==> config.mk <==
export PLATFORM = sky130hd
export DESIGN_NAME = trap_sequencer
export DESIGN_NICKNAME = d
export VERILOG_FILES = /design/src/rtl/trap_sequencer.sv
export SDC_FILE = /design/constraint.sdc
export NUM_CORES = 1
export LEC_CHECK = 0
export ABC_AREA = 1
export BUFFER_PORTS_ARGS = -buffer_cell sky130_fd_sc_hd__buf_4
export CAP_MARGIN = 5
export CORE_MARGIN = 4
export CORE_UTILIZATION = 30
export DETAILED_ROUTE_END_ITERATION = 7
export GPL_TIMING_DRIVEN = 1
export PLACE_DENSITY = 0.55
export RECOVER_POWER = 100
export SLEW_MARGIN = 5
export SYNTH_ARGS = -nofsm -noshare
export SYNTH_HDL_FRONTEND = slang
export SYNTH_SLANG_ARGS = --single-unit
==> constraint.sdc <==
create_clock -name clk -period 3.65 [get_ports clk]
set_input_delay 0.365 -clock clk [delete_from_list [all_inputs] [get_ports clk]]
set_output_delay 0.365 -clock clk [all_outputs]
set_load 0.005 [all_outputs]
==> src/rtl/trap_sequencer.sv <==
// Trap/interrupt entry sequencer: arbitrates pending trap sources at an instruction
// boundary, pushes PSW and PC, then fetches the new PC/PSW pair from the vector.
module trap_sequencer #(
   parameter logic [15:0] VEC_BUSERR = 16'o000004,
   parameter logic [15:0] VEC_ERR    = 16'o000010,
   parameter logic [15:0] VEC_TRACE  = 16'o000014,
   parameter logic [2:0]  IRQ_PRIO   = 3'd4
) (
   input  logic        clk,
   input  logic        reset_n,
   input  logic        ce,
   input  logic        boundary,
   input  logic        req_buserr,
   input  logic        req_err,
   input  logic        irq,
   input  logic [15:0] irq_vec,
   input  logic [7:0]  psw,
   input  logic [15:0] sp,
   input  logic [15:0] pc,
   output logic        bus_req,
   output logic        bus_we,
   output logic [15:0] bus_addr,
   output logic [15:0] bus_wdata,
   input  logic        bus_ack,
   input  logic [15:0] bus_rdata,
   input  logic        bus_err,
   output logic        sp_load,
   output logic [15:0] sp_out,
   output logic        pc_load,
   output logic [15:0] pc_out,
   output logic        psw_load,
   output logic [7:0]  psw_out,
   output logic        irq_ack,
   output logic        busy,
   output logic        done,
   output logic        halted
);

   typedef enum logic [2:0] {
      S_IDLE,
      S_PUSH_PSW,
      S_PUSH_PC,
      S_FETCH_PC,
      S_FETCH_PSW,
      S_DONE,
      S_HALT
   } state_t;

   typedef struct packed {
      logic        req;
      logic        we;
      logic [15:0] addr;
      logic [15:0] wdata;
   } bus_cmd_t;

   state_t      state, state_nxt;
   logic        pend_buserr, pend_err;
   logic [15:0] vec, saved_pc, work_sp;
   logic [7:0]  saved_psw;

   logic        src_buserr, src_err, src_trace, src_irq;
   logic        arb;
   logic        sel_buserr, sel_err, sel_trace, sel_irq;
   logic [15:0] sel_vec;
   logic [15:0] push_addr, vec_addr, vec2_addr;
   logic        in_push;
   bus_cmd_t    cmd;
   logic        ack_ok, ack_bad;

   // A request pulse on the arbitration cycle itself competes immediately.
   assign src_buserr = pend_buserr | req_buserr;
   assign src_err    = pend_err | req_err;
   assign src_trace  = psw[4];
   assign src_irq    = irq && (psw[7:5] < IRQ_PRIO);

   assign arb = reset_n && ce && boundary && (state == S_IDLE) &&
                (src_buserr || src_err || src_trace || src_irq);

   assign sel_buserr = arb && src_buserr;
   assign sel_err    = arb && !src_buserr && src_err;
   assign sel_trace  = arb && !src_buserr && !src_err && src_trace;
   assign sel_irq    = arb && !src_buserr && !src_err && !src_trace && src_irq;

   always_comb begin
      sel_vec = irq_vec;
      if (src_buserr)     sel_vec = VEC_BUSERR;
      else if (src_err)   sel_vec = VEC_ERR;
      else if (src_trace) sel_vec = VEC_TRACE;
   end

   // work_sp tracks the stack as it is pushed, so both pushes use work_sp-2.
   assign push_addr = (work_sp - 16'd2) & 16'hFFFE;
   assign vec_addr  = vec & 16'hFFFE;
   assign vec2_addr = (vec + 16'd2) & 16'hFFFE;
   assign in_push   = (state == S_PUSH_PSW) || (state == S_PUSH_PC);

   always_comb begin
      cmd = '0;
      case (state)
         S_PUSH_PSW:  cmd = '{req: 1'b1, we: 1'b1, addr: push_addr, wdata: {8'h00, saved_psw}};
         S_PUSH_PC:   cmd = '{req: 1'b1, we: 1'b1, addr: push_addr, wdata: saved_pc};
         S_FETCH_PC:  cmd = '{req: 1'b1, we: 1'b0, addr: vec_addr,  wdata: 16'h0000};
         S_FETCH_PSW: cmd = '{req: 1'b1, we: 1'b0, addr: vec2_addr, wdata: 16'h0000};
         default:     cmd = '0;
      endcase
   end

   assign ack_ok  = reset_n && ce && cmd.req && bus_ack && !bus_err;
   assign ack_bad = reset_n && ce && cmd.req && bus_ack && bus_err;

   always_comb begin
      state_nxt = state;
      case (state)
         S_IDLE:      if (arb) state_nxt = S_PUSH_PSW;
         S_PUSH_PSW:  if (ack_bad) state_nxt = S_HALT; else if (ack_ok) state_nxt = S_PUSH_PC;
         S_PUSH_PC:   if (ack_bad) state_nxt = S_HALT; else if (ack_ok) state_nxt = S_FETCH_PC;
         S_FETCH_PC:  if (ack_bad) state_nxt = S_HALT; else if (ack_ok) state_nxt = S_FETCH_PSW;
         S_FETCH_PSW: if (ack_bad) state_nxt = S_HALT; else if (ack_ok) state_nxt = S_DONE;
         S_DONE:      state_nxt = S_IDLE;
         S_HALT:      state_nxt = S_HALT;
         default:     state_nxt = S_IDLE;
      endcase
   end

   always_ff @(posedge clk) begin
      if (!reset_n)
         state <= S_IDLE;
      else if (ce)
         state <= state_nxt;
   end

   always_ff @(posedge clk) begin
      if (!reset_n) begin
         pend_buserr <= 1'b0;
         pend_err    <= 1'b0;
         vec         <= 16'h0000;
         saved_psw   <= 8'h00;
         saved_pc    <= 16'h0000;
         work_sp     <= 16'h0000;
      end else if (ce) begin
         pend_buserr <= src_buserr && !sel_buserr;
         pend_err    <= src_err && !sel_err;
         if (arb) begin
            vec       <= sel_vec;
            saved_psw <= psw;
            saved_pc  <= pc;
            work_sp   <= sp;
         end else if (ack_ok && in_push) begin
            work_sp   <= push_addr;
         end
      end
   end

   assign bus_req   = cmd.req;
   assign bus_we    = cmd.we;
   assign bus_addr  = cmd.addr;
   assign bus_wdata = cmd.wdata;

   assign sp_load  = ack_ok && in_push;
   assign sp_out   = sp_load ? push_addr : 16'h0000;
   assign pc_load  = ack_ok && (state == S_FETCH_PC);
   assign pc_out   = pc_load ? bus_rdata : 16'h0000;
   assign psw_load = ack_ok && (state == S_FETCH_PSW);
   assign psw_out  = psw_load ? bus_rdata[7:0] : 8'h00;

   assign irq_ack = sel_irq;
   assign busy    = (state != S_IDLE);
   assign done    = reset_n && ce && (state == S_DONE);
   assign halted  = (state == S_HALT);

endmodule

==> results of run 1 <==
-- sequential cells by signal, summed over array words and instances, names as in the netlist --
name         cells
state            3
pend_buserr      1
pend_err         1
saved_psw        8
saved_pc        16
vec             15
work_sp         15
-- final cells by class --
type / instances / area [um^2]
timing repair buffer: 159 / 1160
fill: 1405 / 7220
tap: 172 / 215
clock buffer: 12 / 256
clock inverter: 4 / 72.6
inverter: 93 / 349
sequential: 59 / 1180
multi-input combinational: 450 / 2110
-- routing by layer --
layer	track usage, %	vias to the layer above
li1	-	2261
met1	21.8	1918
met2	29.9	159
met3	6.71	14
met4	4.39	0
met5	0	-
-- critical path, delay by kind of cell, from the launching register on --
family                 cells  cell delay, ns
buffers and inverters      2            0.31
flip-flops                 1            0.54
AND/OR/NAND/NOR            7            1.53
-- cell families (layout without fill, tap and decap cells) --
logic type | count (synthesis) | in the layout
other | 1 | 2
and+or+nand+nor | 326 | 326
adders and majority gates | 2 | 2
AOI/OAI and AO/OA | 110 | 110
buffers and inverters | 120 | 268
DFF | 59 | 59
xor gates and xnor gates | 10 | 10
-- worst max-delay path by stage --
stage	start	to	slack [ns]
finish	state[1]	psw_out[0]	0.56
global route	state[1]	psw_out[0]	0.27
CTS	state[1]	psw_out[5]	0.75
detailed placement	state[1]	psw_out[5]	1.11
global placement	state[1]	psw_out[5]	1.16
floorplan	work_sp[1]	sp_out[15]	1.83
-- placed cells by master (no fill, tap or decap), drive strengths merged, types with 3 or more instances in the layout --
cell type  synthesis  final
o221ai             3      3
buf               18     96
nor2             122    122
clkinv             3      4
nand2            146    146
nor3               6      6
clkbuf             9     75
a21oi             42     42
nand4              6      6
o211ai             9      9
nand3             41     41
xor2               8      8
dfxtp             59     59
inv               90     90
o21ai             50     50
-- power groups by stage --
stage	registers, mW	clock network (mW)	logic (mW)
6_report	0.688	0.934	0.308
5_1_grt	0.690	0.986	0.351
3_5_place_dp	0.701	0	0.314
4_1_cts	0.688	0.953	0.316
3_3_place_gp	0.700	0	0.311
2_1_floorplan	0.697	0	0.191
==> metrics.txt, run 1 <==
# TYPE chip_impl_metric gauge
chip_impl_metric{name="effective_utilization_at_floorplan",unit="%"} 30.5
chip_impl_info{name="root_buffer",value="clkbuf_16"} 1
chip_impl_info{name="cpMostUsedCell",value="nor2_1"} 1
chip_impl_info{name="critical_path.cell_chain",value="nand3_1 > nand2_1 > nor2_2 > nor2_1 > nand2_2 > nor2_1 > inv_1 > nor2_1 > clkbuf_4"} 1
chip_impl_metric{name="route.vias.total",unit=""} 4352
chip_impl_metric{name="synth-edff-count",unit=""} 0
chip_impl_metric{name="worst-r2r-setup-slack",unit="ns"} 0.81
chip_impl_metric{name="timing.slew.headroom",unit="%"} 50.0
chip_impl_metric{name="stdcell_count",unit=""} 949
chip_impl_metric{name="postRouteWirelength",unit="mm"} 13.0
chip_impl_info{name="highest_layer",value="met4"} 1
chip_impl_info{name="crit_start_category",value="register"} 1
chip_impl_metric{name="routed_via_density",unit=""} 4.59
chip_impl_metric{name="vdd.ir_drop.worst",unit="uV"} 241
chip_impl_info{name="hold_path_startpoint",value="psw[5]"} 1
chip_impl_metric{name="final_core_utilization",unit="%"} 42.5
chip_impl_metric{name="routedLengthMet1",unit="mm"} 5.62
chip_impl_metric{name="ctsHtreeMaxLevel",unit=""} 3
chip_impl_info{name="synthMostInstantiatedCell",value="nand2_1"} 1
chip_impl_info{name="status",value="finished clean"} 1
chip_impl_metric{name="dieArea",unit="mm^2"} 0.0146
chip_impl_metric{name="synth.yosys.warnings",unit=""} 0
chip_impl_info{name="worstSetupPathType",value="reg -> out"} 1
chip_impl_info{name="rr_endpoint",value="vec[3]"} 1
chip_impl_metric{name="syn-mean-instance-area",unit="um^2"} 6.10
chip_impl_metric{name="detailedRoute.firstIterationViolations",unit=""} 197
chip_impl_info{name="critical_path.reg2reg.startpoint",value="state[1]"} 1
chip_impl_metric{name="dp.final_hpwl",unit="mm"} 10.2
chip_impl_metric{name="cts_post_setup_buffers_inserted",unit=""} 0
chip_impl_metric{name="cts_resized",unit=""} 0
chip_impl_metric{name="pnr_total_power",unit="mW"} 1.93
chip_impl_metric{name="post_synth_fa_ha_maj_area_fraction",unit="%"} 0.654
chip_impl_metric{name="crit_path_max_fanout",unit=""} 15
chip_impl_info{name="hold_end",value="saved_psw[5]"} 1
chip_impl_metric{name="switching_share",unit="%"} 25.4
chip_impl_metric{name="dpl-instance-area",unit="mm^2"} 0.00508
chip_impl_metric{name="grt_antenna_before_repair",unit=""} 0
chip_impl_metric{name="net-switching-power",unit="mW"} 0.490
chip_impl_metric{name="synth_compound_gate_area_share",unit="%"} 15.9
chip_impl_metric{name="power.internal",unit="mW"} 1.44
chip_impl_info{name="crit_path_top_delay_cell",value="dfxtp_1"} 1
chip_impl_info{name="synth_area_leader_cell",value="dfxtp_1"} 1
chip_impl_metric{name="synthArstFlopShare",unit="%"} 0
chip_impl_metric{name="pre_cts_slack",unit="ns"} 1.11
chip_impl_metric{name="timing.final.crit_share",unit="%"} 84.7
chip_impl_metric{name="cts_buffer_depth",unit=""} 2
chip_impl_info{name="synth_top_cells_by_count",value="nand2_1 (140), nor2_1 (117), inv_1 (83)"} 1
chip_impl_metric{name="postSynthRegisterBits",unit=""} 59
chip_impl_metric{name="via_count_of_the_first_global_routing_pass",unit=""} 4241
chip_impl_metric{name="final_min_period",unit="ns"} 3.09
chip_impl_metric{name="worst_path_required_time",unit="ns"} 3.28
chip_impl_metric{name="drt-pass1-iter-count",unit=""} 4
chip_impl_metric{name="diodes",unit=""} 0
chip_impl_metric{name="clock-skew-final",unit="ns"} 0.00743
chip_impl_metric{name="worst_r2r_path_depth",unit=""} 9
chip_impl_metric{name="post_synth_instance_area",unit="mm^2"} 0.00383
chip_impl_metric{name="cts.sink_count",unit=""} 59
chip_impl_metric{name="routed-wl-met3",unit="mm"} 1.26
chip_impl_metric{name="fin_setup_tns",unit="ns"} 0
chip_impl_metric{name="maxcap_viol_count",unit=""} 0
chip_impl_metric{name="hold_buffers",unit=""} 0
chip_impl_metric{name="yosys.cell_types.count",unit=""} 39
chip_impl_metric{name="die_y",unit="um"} 121
chip_impl_metric{name="reg_power_share",unit="%"} 35.6
chip_impl_metric{name="finalHoldViolations",unit=""} 0
chip_impl_metric{name="total_placed_cells_including_tap_cells",unit=""} 933
chip_impl_info{name="worst_setup_path_end_kind",value="output port"} 1
chip_impl_metric{name="post-route-worst-setup-slack",unit="ns"} 0.557
chip_impl_metric{name="clock_insertion_delay_worst_skew",unit="ns"} 0.33
chip_impl_metric{name="syn-instance-count",unit=""} 628
chip_impl_metric{name="fp.dieW",unit="um"} 121
chip_impl_metric{name="pin_count",unit=""} 162
chip_impl_metric{name="hold_slack",unit="ns"} 0.282
chip_impl_metric{name="pwr-share-clk",unit="%"} 48.4
chip_impl_metric{name="static-leakage-power",unit="nW"} 2.50
chip_impl_info{name="rsz0062_at_grt",value="no"} 1
chip_impl_info{name="synth_top_family_by_area",value="simple AND/OR/NAND/NOR gates"} 1
chip_impl_metric{name="drt.antenna.violating_nets",unit=""} 0
chip_impl_metric{name="routed_wire_length_per_instance",unit="um"} 13.7
chip_impl_metric{name="worst_path_largest_cell_delay",unit="ns"} 0.54
chip_impl_metric{name="nNetsFinal",unit=""} 855
chip_impl_info{name="dominantRegCellSynth",value="dfxtp_1"} 1
chip_impl_metric{name="min_delay_path_depth",unit=""} 3
chip_impl_metric{name="grt_first_pass_wirelength",unit="mm"} 20.9
chip_impl_metric{name="post_synth_xor_area_fraction",unit="%"} 2.29
chip_impl_info{name="worst_hold_path_type",value="in -> reg"} 1
chip_impl_metric{name="yosys.area.top_type_share",unit="%"} 30.8
chip_impl_info{name="synth.top_cells.by_area",value="dfxtp_1 (31%), nand2_1 (14%), nor2_1 (11%), inv_1 (8.1%), o21ai_0 (6.5%)"} 1
chip_impl_metric{name="slew_viol_final",unit=""} 0
chip_impl_metric{name="synth-simple-area-share",unit="%"} 37.0
chip_impl_metric{name="timing_worst_slew_pin_value",unit="ns"} 0.750
chip_impl_metric{name="grt_max_degree",unit=""} 43
chip_impl_metric{name="final_design_area_no_fill",unit="mm^2"} 0.00535
chip_impl_metric{name="setup-violations-final",unit=""} 0
chip_impl_metric{name="p_per_area",unit="mW/mm^2"} 361
chip_impl_metric{name="coreArea",unit="mm^2"} 0.0126
chip_impl_metric{name="io_buffers",unit=""} 157
chip_impl_metric{name="arrival",unit="ns"} 2.73
chip_impl_metric{name="cts_inserted_buffers",unit=""} 9
chip_impl_metric{name="synth_sequential_area_ratio",unit="%"} 30.8
chip_impl_metric{name="global_route_total_overflow",unit=""} 0
chip_impl_metric{name="mux_contribution_to_synthesized_area",unit="%"} 0
chip_impl_metric{name="syn_to_final_growth",unit="%"} 39.6
chip_impl_metric{name="clk_pin_slew_worst_paths",unit="ns"} 0.05
chip_impl_metric{name="gp_routability_congestion",unit=""} 0.878
chip_impl_metric{name="route.met2.wl",unit="mm"} 5.98
chip_impl_metric{name="comb_power_share",unit="%"} 16.0
chip_impl_metric{name="share_of_cells_above_drive_strength_1",unit="%"} 23.7
chip_impl_metric{name="fp-row-count",unit=""} 41
chip_impl_metric{name="grtUsageTotal",unit="%"} 17.9
chip_impl_metric{name="fmaxAchievable",unit="GHz"} 0.323
chip_impl_info{name="cts_tree",value="done"} 1
chip_impl_metric{name="route.detailed.drc",unit=""} 0
Power figures use the tool's default switching activity.
==> inputs of run 2 (changes only) <==
--- a/config.mk
+++ b/config.mk
@@ -12,7 +12,7 @@
 export CORE_UTILIZATION = 30
 export DETAILED_ROUTE_END_ITERATION = 7
 export GPL_TIMING_DRIVEN = 1
-export PLACE_DENSITY = 0.55
+export PLACE_DENSITY = 0.57
 export RECOVER_POWER = 100
 export SLEW_MARGIN = 5
 export SYNTH_ARGS = -nofsm -noshare
==> constraint.sdc (replaced) <==
create_clock -name clk -period 2.7 [get_ports clk]
set_input_delay 0.27 -clock clk [delete_from_list [all_inputs] [get_ports clk]]
set_output_delay 0.27 -clock clk [all_outputs]
set_load 0.005 [all_outputs]
==> run 2 against run 1 <==
  * Utilization grew 0.82 points
  * Routed wire length about the same
  * First-iteration DRC count decreased by 5.6%
  * Die area is the same
  * Worst hold slack worse by 0.082 ns
  * Combinational power grew 39%
  * Via count up 1.4%
  * Global-route usage shrank 0.44 points
  * Design area increased by 1.9%
  * Final cell count rose by 0.21%
  * Total power increased by 35%
  * Largest power group unchanged
==> metrics.txt, run 2 (same netlist as run 1, synthesis figures left out) <==
# TYPE chip_impl_metric gauge
chip_impl_metric{name="dieArea",unit="mm^2"} 0.0146
chip_impl_metric{name="grtUsageTotal",unit="%"} 17.5
chip_impl_metric{name="power.internal",unit="mW"} 1.91
chip_impl_info{name="worst_hold_path_type",value="in -> reg"} 1
chip_impl_metric{name="coreArea",unit="mm^2"} 0.0126
chip_impl_metric{name="largest_register_ffs",unit=""} 16
chip_impl_metric{name="post-route-worst-setup-slack",unit="ns"} 0.207
chip_impl_metric{name="crit_path_max_fanout",unit=""} 18
chip_impl_metric{name="nNetsFinal",unit=""} 857
chip_impl_info{name="critical_path.cell_chain",value="inv_2 > nand3_4 > nand2_8 > nor2_2 > nor2_4 > nand2_4 > nor2_4 > inv_2 > nor2_1 > buf_4"} 1
chip_impl_metric{name="drt-pass1-iter-count",unit=""} 4
chip_impl_info{name="status",value="finished clean"} 1
chip_impl_metric{name="die_y",unit="um"} 121
chip_impl_info{name="worstSetupPathType",value="reg -> out"} 1
chip_impl_metric{name="io_buffers",unit=""} 157
chip_impl_metric{name="final_design_area_no_fill",unit="mm^2"} 0.00545
chip_impl_metric{name="clk_pin_slew_worst_paths",unit="ns"} 0.06
chip_impl_metric{name="arrival",unit="ns"} 2.22
chip_impl_metric{name="diodes",unit=""} 0
chip_impl_metric{name="switching_share",unit="%"} 26.9
chip_impl_metric{name="cts_buffer_depth",unit=""} 2
chip_impl_metric{name="timing_worst_slew_pin_value",unit="ns"} 0.724
chip_impl_metric{name="clock-skew-final",unit="ns"} 0.00629
chip_impl_metric{name="net-switching-power",unit="mW"} 0.702
chip_impl_metric{name="setup-violations-final",unit=""} 0
chip_impl_metric{name="fp.dieW",unit="um"} 121
chip_impl_info{name="crit_path_top_delay_cell",value="dfxtp_1"} 1
chip_impl_metric{name="timing.slew.headroom",unit="%"} 51.7
chip_impl_metric{name="ctsHtreeMaxLevel",unit=""} 3
chip_impl_metric{name="grt_antenna_before_repair",unit=""} 0
chip_impl_info{name="worst_setup_path_end_kind",value="output port"} 1
chip_impl_metric{name="layout.filler_cells",unit=""} 1361
chip_impl_metric{name="pre_cts_slack",unit="ns"} 0.238
chip_impl_metric{name="pin_count",unit=""} 162
chip_impl_info{name="reg.largest.list",value="saved_pc: 16 flops, vec: 15 flops, work_sp: 15 flops"} 1
chip_impl_metric{name="postRouteWirelength",unit="mm"} 13.0
chip_impl_metric{name="p_per_area",unit="mW/mm^2"} 479
chip_impl_metric{name="hold_slack",unit="ns"} 0.200
chip_impl_metric{name="worst_path_required_time",unit="ns"} 2.43
chip_impl_metric{name="timing.final.crit_share",unit="%"} 92.3
chip_impl_metric{name="vdd.ir_drop.worst",unit="uV"} 307
chip_impl_info{name="layout_common_cells",value="buf_4 (154), nand2_1 (141), nor2_1 (116)"} 1
chip_impl_metric{name="global_route_total_overflow",unit=""} 0
chip_impl_metric{name="fp-row-count",unit=""} 41
chip_impl_metric{name="grt_max_degree",unit=""} 43
chip_impl_metric{name="share_of_cells_above_drive_strength_1",unit="%"} 26.3
chip_impl_metric{name="syn_to_final_growth",unit="%"} 42.3
chip_impl_metric{name="final_core_utilization",unit="%"} 43.3
chip_impl_metric{name="dp.final_hpwl",unit="mm"} 10.3
chip_impl_metric{name="grt_first_pass_wirelength",unit="mm"} 20.6
chip_impl_metric{name="maxcap_viol_count",unit=""} 0
chip_impl_info{name="crit_start_category",value="register"} 1
chip_impl_metric{name="pwr-share-clk",unit="%"} 48.0
chip_impl_metric{name="detailedRoute.firstIterationViolations",unit=""} 186
chip_impl_metric{name="final_min_period",unit="ns"} 2.49
chip_impl_metric{name="via_count_of_the_first_global_routing_pass",unit=""} 4231
chip_impl_metric{name="routed_via_density",unit=""} 4.64
chip_impl_metric{name="cts_inserted_buffers",unit=""} 9
chip_impl_metric{name="hold_buffers",unit=""} 0
chip_impl_metric{name="fin_setup_tns",unit="ns"} 0
chip_impl_metric{name="route.detailed.drc",unit=""} 0
chip_impl_metric{name="cts.sink_count",unit=""} 59
chip_impl_info{name="final_common_cell",value="buf_4"} 1
chip_impl_metric{name="worst_r2r_path_depth",unit=""} 9
chip_impl_info{name="top_register",value="saved_pc"} 1
chip_impl_info{name="cts_tree",value="done"} 1
chip_impl_metric{name="routed_wire_length_per_instance",unit="um"} 13.7
chip_impl_metric{name="fmaxAchievable",unit="GHz"} 0.401
chip_impl_metric{name="reg_power_share",unit="%"} 35.6
chip_impl_metric{name="comb_power_share",unit="%"} 16.4
chip_impl_metric{name="effective_utilization_at_floorplan",unit="%"} 30.5
chip_impl_info{name="root_buffer",value="clkbuf_16"} 1
chip_impl_metric{name="clock_insertion_delay_worst_skew",unit="ns"} 0.32
chip_impl_metric{name="route.vias.total",unit=""} 4413
chip_impl_metric{name="static-leakage-power",unit="nW"} 2.58
chip_impl_metric{name="slew_viol_final",unit=""} 0
chip_impl_metric{name="drt.antenna.violating_nets",unit=""} 0
chip_impl_metric{name="min_delay_path_depth",unit=""} 3
chip_impl_metric{name="dpl-instance-area",unit="mm^2"} 0.00510
chip_impl_metric{name="finalHoldViolations",unit=""} 0
chip_impl_metric{name="gp_routability_congestion",unit=""} 0.848
chip_impl_metric{name="worst_path_largest_cell_delay",unit="ns"} 0.48
[run 2: repair_timing]
action / 4_1_cts / 5_1_grt
setup endpoints to repair: 4 / 27
gates resized for setup: 1 / 4
endpoints found under the hold margin: 0 / 0
setup buffers: 0 / 0
[run 2: worst paths after layout]
kind / startpoint / endpoint / slack (ns)
worst min-delay path: psw[5] / saved_psw[5] / 0.20
worst max register to register: state[0] / vec[3] / 0.34
worst min register to register: saved_pc[5] / saved_pc[5] / 0.45
worst max-delay path: state[2] / pc_out[11] / 0.21
[run 2: cell type report]
| class | count | area, um^2 | area share, % |
|---|---|---|---|
| tap | 172 | 215 | 3.95 |
| timing repair buffer | 161 | 1210 | 22.2 |
| inverter | 93 | 349 | 6.41 |
| multi-input combinational | 450 | 2170 | 39.8 |
| clock inverter | 7 | 100 | 1.84 |
| clock buffer | 9 | 225 | 4.13 |
| sequential | 59 | 1180 | 21.7 |
[run 2: critical path: cells and delay by family (launching register included)]
| kind | cells | cell delay (ns) |
|---|---|---|
| buffers and inverters | 3 | 0.48 |
| and+or+nand+nor | 7 | 0.92 |
| DFF | 1 | 0.48 |
[run 2: per-stage QoR]
stage / power (mW) / instances
4_1_cts: 2.63 / 951
6_report: 2.61 / 951
3_3_place_gp: 1.37 / 935
5_1_grt: 2.73 / 951
3_5_place_dp: 1.38 / 935
2_1_floorplan: 1.20 / 629
[run 2: routing by layer]
layer / up-vias / global-route usage [%] / part of all wire, %
met5: - / 0 / 0
met4: 0 / 4.67 / 1.2
met3: 11 / 5.87 / 9.9
met2: 148 / 30.3 / 47
met1: 1981 / 20.5 / 42
li1: 2273 / - / -
[run 2: power by group through the flow]
| stage | Combinational [mW] | Sequential [mW] | Clock (mW) |
|---|---|---|---|
| after floorplan | 0.258 | 0.942 | 0 |
| after global placement | 0.420 | 0.947 | 0 |
| after detailed placement | 0.427 | 0.948 | 0 |
| after CTS | 0.429 | 0.930 | 1.27 |
| after global routing | 0.488 | 0.933 | 1.31 |
| final | 0.428 | 0.930 | 1.25 |
